--- config.mk ---
export PLATFORM = sky130hd
export DESIGN_NAME = led_pattern_gen
export DESIGN_NICKNAME = d
export VERILOG_FILES = /design/src/rtl/led_pattern_gen.sv
export SDC_FILE = /design/constraint.sdc
export NUM_CORES = 1
export LEC_CHECK = 0
export CORE_MARGIN = 1.5
export CORE_UTILIZATION = 60
export DETAILED_ROUTE_END_ITERATION = 10
export PLACE_DENSITY = 0.83
export SETUP_SLACK_MARGIN = 0.4
export SYNTH_ARGS = -nofsm -noshare
export SYNTH_HDL_FRONTEND = slang
export SYNTH_SLANG_ARGS = --single-unit
--- constraint.sdc ---
create_clock -name clk -period 3 [get_ports clk]
set_input_delay 0.45 -clock clk [delete_from_list [all_inputs] [get_ports clk]]
set_output_delay 0.45 -clock clk [all_outputs]
set_load 0.03 [all_outputs]
--- src/rtl/led_pattern_gen.sv ---
// Multi-channel LED pattern driver: off / steady / blink / breathe with PWM brightness.
// Define LED_PATTERN_STAGGER_EN to invert blink phase and breathe level on odd channels.
module led_pattern_gen #(
   parameter int CHANNELS = 4,
   parameter int CLK_HZ   = 50000000,
   parameter int TICK_HZ  = 1000,
   parameter int PWM_BITS = 8
) (
   input  logic                  clk,
   input  logic                  rst_n,
   input  logic [2*CHANNELS-1:0] mode,
   input  logic [15:0]           period,
   input  logic [PWM_BITS-1:0]   duty,
   output logic                  tick,
   output logic [CHANNELS-1:0]   led
);

   localparam int DIV  = CLK_HZ / TICK_HZ;
   localparam int PS_W = (DIV > 2) ? $clog2(DIV) : 1;
   localparam logic [PWM_BITS-1:0] LVL_MAX = {PWM_BITS{1'b1}};

   typedef enum logic [1:0] {
      MODE_OFF     = 2'b00,
      MODE_ON      = 2'b01,
      MODE_BLINK   = 2'b10,
      MODE_BREATHE = 2'b11
   } mode_e;

   typedef enum logic {
      DIR_UP   = 1'b0,
      DIR_DOWN = 1'b1
   } dir_e;

   logic [PS_W-1:0]     ps_cnt;
   logic [PWM_BITS-1:0] pwm_cnt;
   logic [15:0]         blink_cnt;
   logic                blink_phase;
   logic [PWM_BITS-1:0] level;
   dir_e                dir;
   logic [15:0]         period_m1;
   logic [PWM_BITS-1:0] target [CHANNELS];

   // A period of 0 behaves like 1, so the phase toggles on every tick.
   assign period_m1 = (period == 16'd0) ? 16'd0 : period - 16'd1;

   // tick is registered one count early so it is high exactly while ps_cnt sits at DIV-1.
   // NOTE: sequential state uses non-blocking assignments so every flop samples pre-edge values.
   always_ff @(posedge clk or negedge rst_n) begin
      if (!rst_n) begin
         ps_cnt      <= '0;
         tick        <= 1'b0;
         pwm_cnt     <= '0;
         blink_cnt   <= '0;
         blink_phase <= 1'b0;
         level       <= '0;
         dir         <= DIR_UP;
      end else begin
         tick    <= (ps_cnt == PS_W'(DIV - 2));
         ps_cnt  <= (ps_cnt == PS_W'(DIV - 1)) ? '0 : ps_cnt + 1'b1;
         pwm_cnt <= pwm_cnt + 1'b1;
         if (tick) begin
            // >= rather than == so a shrunk period never waits for a 16-bit wrap.
            if (blink_cnt >= period_m1) begin
               blink_cnt   <= '0;
               blink_phase <= ~blink_phase;
            end else begin
               blink_cnt <= blink_cnt + 16'd1;
            end
            case (dir)
               DIR_UP: begin
                  level <= level + 1'b1;
                  if (level == LVL_MAX - 1'b1) dir <= DIR_DOWN;
               end
               default: begin
                  level <= level - 1'b1;
                  if (level == PWM_BITS'(1)) dir <= DIR_UP;
               end
            endcase
         end
      end
   end

   always_comb begin
      for (int i = 0; i < CHANNELS; i++) begin
         logic                ph;
         logic [PWM_BITS-1:0] lv;
         // NOTE: every path assigns a value first, so no latch is inferred.
         ph = blink_phase;
         lv = level;
`ifdef LED_PATTERN_STAGGER_EN
         if (i % 2 == 1) begin
            ph = ~blink_phase;
            lv = ~level;
         end
`endif
         case (mode_e'(mode[2*i +: 2]))
            MODE_OFF:     target[i] = '0;
            MODE_ON:      target[i] = duty;
            MODE_BLINK:   target[i] = ph ? duty : '0;
            default:      target[i] = lv;
         endcase
      end
   end

   always_ff @(posedge clk or negedge rst_n) begin
      if (!rst_n) begin
         led <= '0;
      end else begin
         for (int i = 0; i < CHANNELS; i++) begin
            led[i] <= (pwm_cnt < target[i]);
         end
      end
   end

endmodule

== Yosys cells after proc, flatten, opt, wreduce, memory -nomap -nowiden ==
Cells that the tools add are included.
Storage, ports and cells
  output and inout port bits: 5
  word-level logic and storage cells: 50
  register bits: 55
  bits of input ports: 34
Cells by class
  bitwise operators: 1
  mux-type cells: 12
  eq/ne operators: 12
  order comparisons: 5
  reductions and logical operators: 6
  add/subtract/negate cells: 6
Operator list (count)
  8-bit one-hot mux with 3 select lines: 4
  16-bit two-way mux: 3
  16-bit by 1-bit adder with 16-bit output (second input constant): 2
  16-bit == test (second input constant): 2
  8-bit < comparator: 4
  8-bit by 1-bit adder with 8-bit output (second input constant): 2
  16-bit >= comparator: 1
  16-bit zero test: 1
  8-bit two-way mux: 2
  16-bit by 1-bit subtractor with 16-bit output (second input constant): 1
  2-bit by 1-bit == test with 1-bit output (second input constant): 4
  2-bit == test (second input constant): 4
  8-bit by 1-bit == test with 1-bit output (second input constant): 1
  8-bit == test (second input constant): 1
  2-bit zero test: 4
  8-bit by 1-bit subtractor with 8-bit output (second input constant): 1
  1-bit two-way mux: 3
  2-bit AND reduction: 1
  1-bit NOT: 1

== Longest topological paths before layout ==
  word-level depth: 4
  depth in mapped cells: 14
  mapped depth without buffers: 13

== Worst setup path after synthesis ==
Ideal clock, no wire load.
  kind: input to register
  start: input port period[9]
  end: register blink_cnt[10]
  stages: 12
  required time: 2.868 ns
  buffers on the path: 1
  setup time: 0.132 ns
  slack: -0.516 ns
  arrival time: 3.384 ns
  cells stage by stage: or4_4 -> or3_4 -> or4b_4 -> nor3_2 -> a21oi_1 -> ha_1 -> nand4_1 -> nor3_1 -> a2111oi_2 -> a21oi_1 -> clkbuf_1 -> nor2_1
On the way
  longest elaborated chain between the ends: 4
  elaborated cells on any way between the ends: 5
  classes of those cells: add/sub: 1; order compare: 1; mux: 2; reduce/logical: 1
Ends and longest elaborated chain
  start, declared: RTL line 12  | input logic [15:0] period,
  16-bit by 1-bit subtractor with 16-bit output / 16-bit zero test (equally long branches): RTL line 44  | assign period_m1 = (period == 16'd0) ? 16'd0 : period - 16'd1;
  16-bit two-way mux *: RTL line 44
  16-bit >= comparator *: RTL line 63  | if (blink_cnt >= period_m1) begin
  16-bit two-way mux *: RTL line 63
  end signal, assigned: RTL line 67  | blink_cnt <= blink_cnt + 16'd1;
  end, declared: RTL line 36  | logic [15:0] blink_cnt;
Mark *: on every way between the ends. The rest lies on a longest branch, timed or not.
A chain may end at the register's enable or synchronous reset.

== Worst setup path in the final report ==
  start: input port period[6]
  end: register blink_cnt[2]
The elaborated chain is that of the path after synthesis.

==> impl_metrics.ini <==
[global_routing]
grt_pass1_vias = 3913
grt_pass1_wl_um = 17700
antenna_found_initial = 0
groute.usage.overall_pct = 29.5
grt_overflow = 0
grt_max_degree = 44

[synthesis]
synth.net_count = 561
synth_cell_type_count = 55
synth_area_leaders = dfrtp_1 (32%), ha_1 (16%), a22oi_1 (4.9%), xnor2_1 (4.9%), xor2_1 (4.7%)
syn_avg_cell_area_um2 = 9.04
synthCells = 473
ys_ff_latch = 55
synth_edf_count = 0
yosysTopAreaCellShare_pct = 32.2
synth_warnings = 0
yosysTopAreaCell = dfrtp_1
synthFlopType = dfrtp_1
ys_seq_area_share_pct = 32.2
synthArstFlopShare_pct = 100
syn_area_mm2 = 0.00428

[clock_tree]
clockBufferDepth = 2
cts_made_buffers = 5
cts_tree = yes
clk_pin_slew_ps = 100
clock_latency_ps = 310
numClockSinks = 55
cts_root_buf = clkbuf_8
cts_max_level = 2

[timing]
max_freq_mhz = 305
slew_violations = 0
worst_slew_pin_slew_ps = 939
hold_viol = 0
holdWs_ps = 280
worst_clock_skew_ps = 10.4
rsz0062_at_grt = true
finalCritPeriodShare_pct = 109
period_minus_slack_ps = 3280
relSlewSlack_pct = 37.4
post-route-worst-setup-slack_ps = -281
setup_viol = 17

[power_and_ir_drop]
seqPwrFrac_pct = 52.7
p_int_mw = 1.04
powerDensity_mw_per_mm2 = 272
swShare_pct = 26.6
leakage_nw = 2.31
p_sw_uw = 377
total_power_mw = 1.42
p_clk_share_pct = 29.0
p_comb_share_pct = 18.4
ir_drop_mv = 0.251

[floorplan]
die-height_um = 87.4
rows = 30
die_area_mm2 = 0.00764
ios = 39
die_w_um = 87.4
core_area_mm2 = 0.00683
start_util_pct = 62.6

[finish]
final_cell_mix = dfrtp_1 (55), ha_1 (53), nand2_1 (45), nor2_1 (41), buf_4 (39)
finish.utilization_pct = 76.4
instances_no_fill = 637
nets = 628
final_common_cell = dfrtp_1
drive_gt1_share_pct = 14.8
antennaDiodeCount = 0
areaGrowthSynthToFinish_pct = 22.0

[route]
viasPerCell = 6.23
wl_um = 10800
vias = 3970
wl_per_cell_um = 17.0
drt-pass1-iter-count = 5
drc = 0
ant_nets = 0
drt_iter0_drc = 384

[placement]
numPortBuffers = 38
dpl.cell_count = 626
gp_congestion = 0.864
post-dp-hpwl_um = 8060

[setup_path]
reg2reg_slack_ps = 620
r2r_start = blink_phase$_DFFE_PN0P_
startpoint = period[6]
r2r_end = led[0]$_DFF_PN0_
worstSetupPathType = in -> reg
required_ps = 3200
rr_worst_depth = 8
end_kind = register
critPathLaunchType = primary input
path_max_fanout = 3
cp.arrival_ps = 3480

[run_status]
status = finished with violations
violations = negative setup slack

[worst_hold_path]
min_path_type = in -> async

[job]
maxCapViolations = 0
==> kinds of logic (layout without fill, tap and decap cells) <==
kind of cell,after synthesis,in the layout,synth area share (%)
flops,55,55,32.2
simple gates,172,172,20.3
mux,6,6,1.43
xor+xnor,47,47,9.62
fa+ha+maj,54,54,15.8
compound gates,106,106,17.7
buf+inv,33,101,2.95
==> how the worst max path moves through the flow <==
| stage | to | slack (ps) |
|---|---|---|
| 4_1_cts | blink_phase$_DFFE_PN0P_ | -400 |
| 3_3_place_gp | blink_phase$_DFFE_PN0P_ | -790 |
| 2_1_floorplan | blink_cnt[11]$_DFFE_PN0P_ | -330 |
| 6_report | blink_cnt[2]$_DFFE_PN0P_ | -280 |
| 3_5_place_dp | blink_phase$_DFFE_PN0P_ | -910 |
| 5_1_grt | blink_phase$_DFFE_PN0P_ | -380 |
==> synth_stat cells, types with 9 or more instances <==
| cell type | n |
|---|---|
| a21o_1 | 9 |
| a21oi_1 | 16 |
| a22o_1 | 9 |
| a22oi_1 | 28 |
| clkbuf_1 | 17 |
| dfrtp_1 | 55 |
| ha_1 | 54 |
| inv_1 | 14 |
| nand2_1 | 47 |
| nand2b_1 | 9 |
| nand3_1 | 18 |
| nand4_1 | 14 |
| nor2_1 | 42 |
| nor3_1 | 10 |
| o21ai_0 | 11 |
| xnor2_1 | 24 |
| xor2_1 | 23 |
==> stage by stage <==
| step | area [um2] | worst slack (ps) | setup TNS [ps] |
|---|---|---|---|
| 3_3_place_gp | 5010 | -794 | -12120 |
| 2_1_floorplan | 4320 | -335 | -4680 |
| 6_report | 5220 | -281 | -3940 |
| 5_1_grt | 5220 | -384 | -5620 |
| 4_1_cts | 5130 | -401 | -5700 |
| 3_5_place_dp | 5010 | -914 | -14220 |
==> critical path, cell delays in order <==
cell and delay (ps):
buf_6 90, or4_4 530, or3_4 390, or4b_4 510, nor3_4 130, a21oi_1 70
ha_1 300, nand4_1 160, nor2_2 230, a31oi_2 150, buf_4 170, a31oi_1 180
o22ai_1 110
==> repair_timing <==
action / CTS / global route
endpoints found under the setup margin: 17 / 18
pin swaps: 13 / 8
setup buffers: 2 / 1
hold buffers: 0 / 0
gates resized for setup: 19 / 22
cloned: 0 / 0
==> sequential cells by signal, summed over array words and instances, names as in the netlist <==
name	cells
led	4
level	8
blink_cnt	16
blink_phase	1
dir	1
pwm_cnt	8
tick	1
ps_cnt	16
==> per-layer routing <==
| metal | routed length, um | GRT usage (%) |
|---|---|---|
| met4 | 162 | 8.80 |
| met5 | 0 | 0 |
| met3 | 736 | 6.35 |
| met2 | 5270 | 49.2 |
| met1 | 4660 | 38.5 |
==> cell type report <==
cell class | instances | area, um2
Clock buffer | 6 | 72.6
Clock inverter | 2 | 16.3
Fill cell | 504 | 1610
Inverter | 14 | 52.6
Multi-Input combinational cell | 385 | 2890
Sequential cell | 55 | 1380
Tap cell | 96 | 120
Timing Repair Buffer | 79 | 688
==> power groups by stage <==
stage / sequential, mW / clock [mW] / combinational, mW
3_3_place_gp: 0.762 / 0 / 0.237
3_5_place_dp: 0.762 / 0 / 0.247
4_1_cts: 0.747 / 0.422 / 0.250
6_report: 0.747 / 0.411 / 0.260
2_1_floorplan: 0.773 / 0 / 0.100
5_1_grt: 0.748 / 0.453 / 0.286
(Power assumes the default switching activity.)
